--- src/rtl/tff_toggle_conditioner.sv ---
// Pushbutton conditioner: 2-flop synchroniser plus debounce FSM producing a single-cycle toggle
// request, the debounced level and a wrapping press counter. Optional auto-repeat: TFF_AUTOREPEAT_EN.
module tff_toggle_conditioner #(
  parameter int unsigned DB_CYCLES     = 16,
  parameter int unsigned CNT_W         = 16,
  parameter int unsigned REPEAT_DELAY  = 64,
  parameter int unsigned REPEAT_PERIOD = 32
) (
  input  logic       clk,
  input  logic       rst_n,
  input  logic       btn_in,
  input  logic       en,
  output logic       t_pulse,
  output logic       btn_level,
  output logic [7:0] press_cnt
);

  typedef enum logic [1:0] {
    IDLE,
    PRESS_CHK,
    HELD,
    REL_CHK
  } state_t;

  localparam logic [CNT_W-1:0] CNT_LAST = CNT_W'(DB_CYCLES - 1);

  if (DB_CYCLES < 2 || DB_CYCLES > 65535 || (DB_CYCLES - 1) >= (64'd1 << CNT_W)) begin : g_bad_db
    $error("tff_toggle_conditioner: DB_CYCLES out of range for CNT_W");
  end
  if (REPEAT_DELAY < 1 || REPEAT_DELAY > 65536 || REPEAT_PERIOD < 1 || REPEAT_PERIOD > 65536) begin : g_bad_rpt
    $error("tff_toggle_conditioner: REPEAT_DELAY/REPEAT_PERIOD out of range");
  end

  logic             s1_q;
  logic             s2_q;
  state_t           state_q;
  logic [CNT_W-1:0] cnt_q;
  logic             t_pulse_q;
  logic             level_q;
  logic [7:0]       press_cnt_q;
`ifdef TFF_AUTOREPEAT_EN
  logic [15:0]      rep_q;
  logic             rep_first_q;
`endif

  always_ff @(posedge clk or negedge rst_n) begin
    if (!rst_n) begin
      s1_q        <= 1'b0;
      s2_q        <= 1'b0;
      state_q     <= IDLE;
      cnt_q       <= '0;
      t_pulse_q   <= 1'b0;
      level_q     <= 1'b0;
      press_cnt_q <= '0;
`ifdef TFF_AUTOREPEAT_EN
      rep_q       <= '0;
      rep_first_q <= 1'b0;
`endif
    end else begin
      s1_q      <= btn_in;
      s2_q      <= s1_q;
      t_pulse_q <= 1'b0;
      case (state_q)
        IDLE: begin
          level_q <= 1'b0;
          if (s2_q) begin
            state_q <= PRESS_CHK;
            cnt_q   <= CNT_W'(1);
          end
        end
        PRESS_CHK: begin
          if (!s2_q) begin
            state_q <= IDLE;
            cnt_q   <= '0;
          end else if (cnt_q == CNT_LAST) begin
            state_q     <= HELD;
            cnt_q       <= '0;
            t_pulse_q   <= en;
            level_q     <= 1'b1;
            press_cnt_q <= press_cnt_q + 8'd1;
`ifdef TFF_AUTOREPEAT_EN
            rep_q       <= '0;
            rep_first_q <= 1'b0;
`endif
          end else begin
            cnt_q <= cnt_q + CNT_W'(1);
          end
        end
        HELD: begin
          level_q <= 1'b1;
          if (!s2_q) begin
            state_q <= REL_CHK;
            cnt_q   <= CNT_W'(1);
          end else begin
`ifdef TFF_AUTOREPEAT_EN
            // First repeat waits REPEAT_DELAY HELD cycles, later ones REPEAT_PERIOD.
            if (rep_q == (rep_first_q ? 16'(REPEAT_PERIOD - 1) : 16'(REPEAT_DELAY - 1))) begin
              t_pulse_q   <= en;
              rep_q       <= '0;
              rep_first_q <= 1'b1;
            end else begin
              rep_q <= rep_q + 16'd1;
            end
`endif
          end
        end
        REL_CHK: begin
          if (s2_q) begin
            state_q <= HELD;
            cnt_q   <= '0;
          end else if (cnt_q == CNT_LAST) begin
            state_q <= IDLE;
            cnt_q   <= '0;
            level_q <= 1'b0;
`ifdef TFF_AUTOREPEAT_EN
            rep_q       <= '0;
            rep_first_q <= 1'b0;
`endif
          end else begin
            cnt_q <= cnt_q + CNT_W'(1);
          end
        end
        default: begin
          state_q <= IDLE;
          cnt_q   <= '0;
        end
      endcase
    end
  end

  assign t_pulse   = t_pulse_q;
  assign btn_level = level_q;
  assign press_cnt = press_cnt_q;

endmodule

--- config.mk ---
export PLATFORM = sky130hd
export DESIGN_NAME = tff_toggle_conditioner
export DESIGN_NICKNAME = d
export VERILOG_FILES = /design/src/rtl/tff_toggle_conditioner.sv
export SDC_FILE = /design/constraint.sdc
export NUM_CORES = 1
export LEC_CHECK = 0
export BUFFER_PORTS_ARGS = -buffer_cell sky130_fd_sc_hd__buf_2
export CAP_MARGIN = 20
export CORE_ASPECT_RATIO = 0.75
export CORE_MARGIN = 1.5
export CORE_UTILIZATION = 40
export CTS_CLUSTER_DIAMETER = 200
export DETAILED_ROUTE_END_ITERATION = 6
export HOLD_SLACK_MARGIN = 0.02
export PLACE_DENSITY_LB_ADDON = 0.15
export SLEW_MARGIN = 20
export SYNTH_ARGS = -nofsm -noshare
export SYNTH_HDL_FRONTEND = slang
export SYNTH_SLANG_ARGS = --single-unit
--- constraint.sdc ---
create_clock -name clk -period 4 [get_ports clk]
set_clock_uncertainty 0.2 [all_clocks]
set_input_delay 0.2 -clock clk [delete_from_list [all_inputs] [get_ports clk]]
set_output_delay 0.2 -clock clk [all_outputs]
set_load 0.05 [all_outputs]
==> results.md <==
* GRT Util Overall at 0.192
* Startpoint types: register
* Reg-to-Reg End: cnt_q[2]
* Vias in the first global route at 1434
* R2R setup slack at between 1500 and 2000 ps
* TNS Setup at 0 ps
* Initial Util at 0.412
* Largest net degree at the start of global routing at 31
* Power Dens Cells at 488 nW/um^2
* Post-CTS sizing at 0
* Final max-slew violation count at 0
* Syn avg cell area at between 9 and 10 sq um
* Fraction of registers with async set/reset at 1.00
* Count of cell types in the netlist at 45
* Final net count at 216
* Syn Inst Count at 192
* Least-Margin Pin Slew at 697 ps
* WL per Instance at 15.6 um
* Crit-path cells: ha_1 > and3_1 > nand4_4 > nand2_1 > o311ai_0
* Hold Crit Start: s1_q
* Area growth from synthesis to layout at 12.2%
* Max-cap viol count at 0
* Tmin final at 2310 ps
* WL final at 4110 um
* Iteration-0 DRC Markers at 66
* Tcrit/Tclk final at 0.578
* CP Capture Type: register
* Req. time, crit path at 3960 ps
* CTS clock-pin slew for the worst setup and hold paths at 60 ps
* Placeable Area at 4410 sq um
* Worst Setup SP: cnt_q[0]
* Pre-antenna DRT Iters at 4
* Max Root-Sink Buffers at 2
* Placed insts at approximately 250
* Grt ovf at 0
* Cell accounting for the most synthesized area: dfrtp_1
* Clk root buf: clkbuf_8
* # rows at 21
* Worst skew pair latency at 290 ps
* DIE AREA at 4970 sq um
* CTS tree: built
* Setup violators final at 0
* Syn_nets at 202
* Hold-fix buffers at CTS at 3
* IO Pins at 14
* Initial antenna violation count at 0
* Critical path class: register to register
* Die width at 80.9 um
* Crit path DAT at 2270 ps
* Postcts setup bufs at 0
* Critical-path top delay cell: o311ai_0
* Hold Crit Class: register to register
* Die outline height at about 60 um
* Fmax at 433 MHz
* IO Port Bufs at 13
* Final Hold Viols at 0
* Yosys top cell area share at 0.413
* Worst r2r path cells at 5
* Top delay family on crit path: simple AND/OR/NAND/NOR gates
* Syn Std Cell Area at roughly 1800 sq um
* Final non-filler cell area at 2040 sq um
* DRC at 0
* Maximum VDD drop at 0.000431 V
* RSZ-0062 raised after global routing: no
* Vias/cell at 5.66
* Fraction of layout cells with a size suffix above 1 at 0.164
* Final worst slack at 1690 ps
* Outcome: finished clean
* Placement Setup Slack at 1690 ps
* EDFF count, synth at 0
* CTS H-Tree Depth at 2
* YS warnings at 0
* Num Clock Sinks at 30
* Synth Register Bits at 30
* Final cell count without fillers at 264
* Routed Antenna Nets at 0
* Global-route wire length before repair at 7050 um
* Routed vias at 1494
* Post-synth top flop: dfrtp_1
* CP max stage delay at 430 ps
* Worst Path Buf+Inv at 0
* Hpwl dp at 2840 um
* R2R Path Start: cnt_q[0]
* Final GP Congestion at 0.846
* Register area share after synthesis at 0.413
* Worst Setup EP: cnt_q[2]
* Leak at approximately 0.90 nW
* Total clock buffers created by CTS at 5
* WP depth at 5
* Crit path max fanout at 26
* Ant diodes at 0
* Synth top area cells: dfrtp_1 (41%), nand2_1 (4.5%), ha_1 (4.1%)
* Worst slew margin at 0.535
* Cell Area, Placed at approximately 1900 sq um
==> final cells by class <==
type / instances / area [sq um]
sequential: 30 / 751
timing repair buffer: 16 / 95.1
tap: 57 / 71.3
fill: 442 / 2370
multi-input combinational: 139 / 961
inverter: 14 / 52.6
clock buffer: 8 / 110
==> layout by cell type, fill, tap and decap left out, drive strengths merged <==
cell type / instances
and4: 1
and2: 1
or3: 2
buf: 13
ha: 6
nand2b: 1
mux2i: 6
dfrtp: 30
nor2b: 1
dlygate4sd3: 3
nor4: 12
o21ai: 10
nor3: 10
a31oi: 5
or2: 2
o221ai: 1
nand4b: 2
and3b: 1
xnor2: 1
nand4: 10
a211oi: 1
o2111ai: 1
clkbuf: 8
nand3: 12
nor2: 10
and4b: 1
xor2: 6
a41oi: 1
o32ai: 1
mux2: 3
o311ai: 2
o211ai: 4
inv: 14
a21oi: 2
and3: 1
nand2: 22
==> synthesized netlist by cell type (all sizes together), types with 8 or more instances <==
| cell | number |
|---|---|
| nand2 | 22 |
| dfrtp | 30 |
| nor2 | 10 |
| nand3 | 12 |
| nor4 | 12 |
| nand4 | 10 |
| nor3 | 10 |
| o21ai | 10 |
| buf | 8 |
| inv | 14 |
==> flip-flops by register name, summed over array words and instances (netlist names), named ones only <==
register	cells
cnt_q	16
press_cnt	8
s2_q	1
s1_q	1
btn_level	1
state_q	1
t_pulse	1
==> worst min-delay path by stage <==
stage / depth (start not counted) / slack [ps] / endpoint
after floorplan: 0 / -300 / async pin
after global placement: 1 / 80 / press_cnt[3]
after detailed placement: 1 / 100 / press_cnt[5]
after CTS: 0 / 150 / s2_q
after global routing: 0 / 160 / s2_q
final: 0 / 150 / s2_q
==> cell families after synthesis <==
kind of cell | share of synthesized area
AND/OR/NAND/NOR | 0.302
flip-flops | 0.413
AO/OA/AOI/OAI | 0.0997
buffers and inverters | 0.0591
multiplexers | 0.0516
XOR/XNOR | 0.0337
adder cells (fa/ha/maj) | 0.0413
==> layer usage <==
layer,part of all wire,vias to the layer above,track usage
li1,-,738,-
met1,0.51,716,0.275
met2,0.42,33,0.271
met3,0.052,7,0.0681
met4,0.011,0,0.0616
met5,0,-,0
==> metrics by stage <==
step / hold WS (ps) / total power, mW / util
4_1_cts: 150 / 1.01 / 0.462
3_5_place_dp: 98.6 / 0.705 / 0.431
6_report: 148 / 0.996 / 0.462
2_1_floorplan: -296 / 0.623 / -
5_1_grt: 164 / 1.07 / 0.462
3_3_place_gp: 79.3 / 0.698 / 0.431
==> report_power, final <==
part           switching (mW)  internal [mW]  leakage, nW
Clock                   0.119          0.174       0.0575
Sequential             0.0285          0.333        0.403
Combinational           0.223          0.119        0.440
Total                   0.370          0.626        0.901
(Power assumes the default switching activity.)
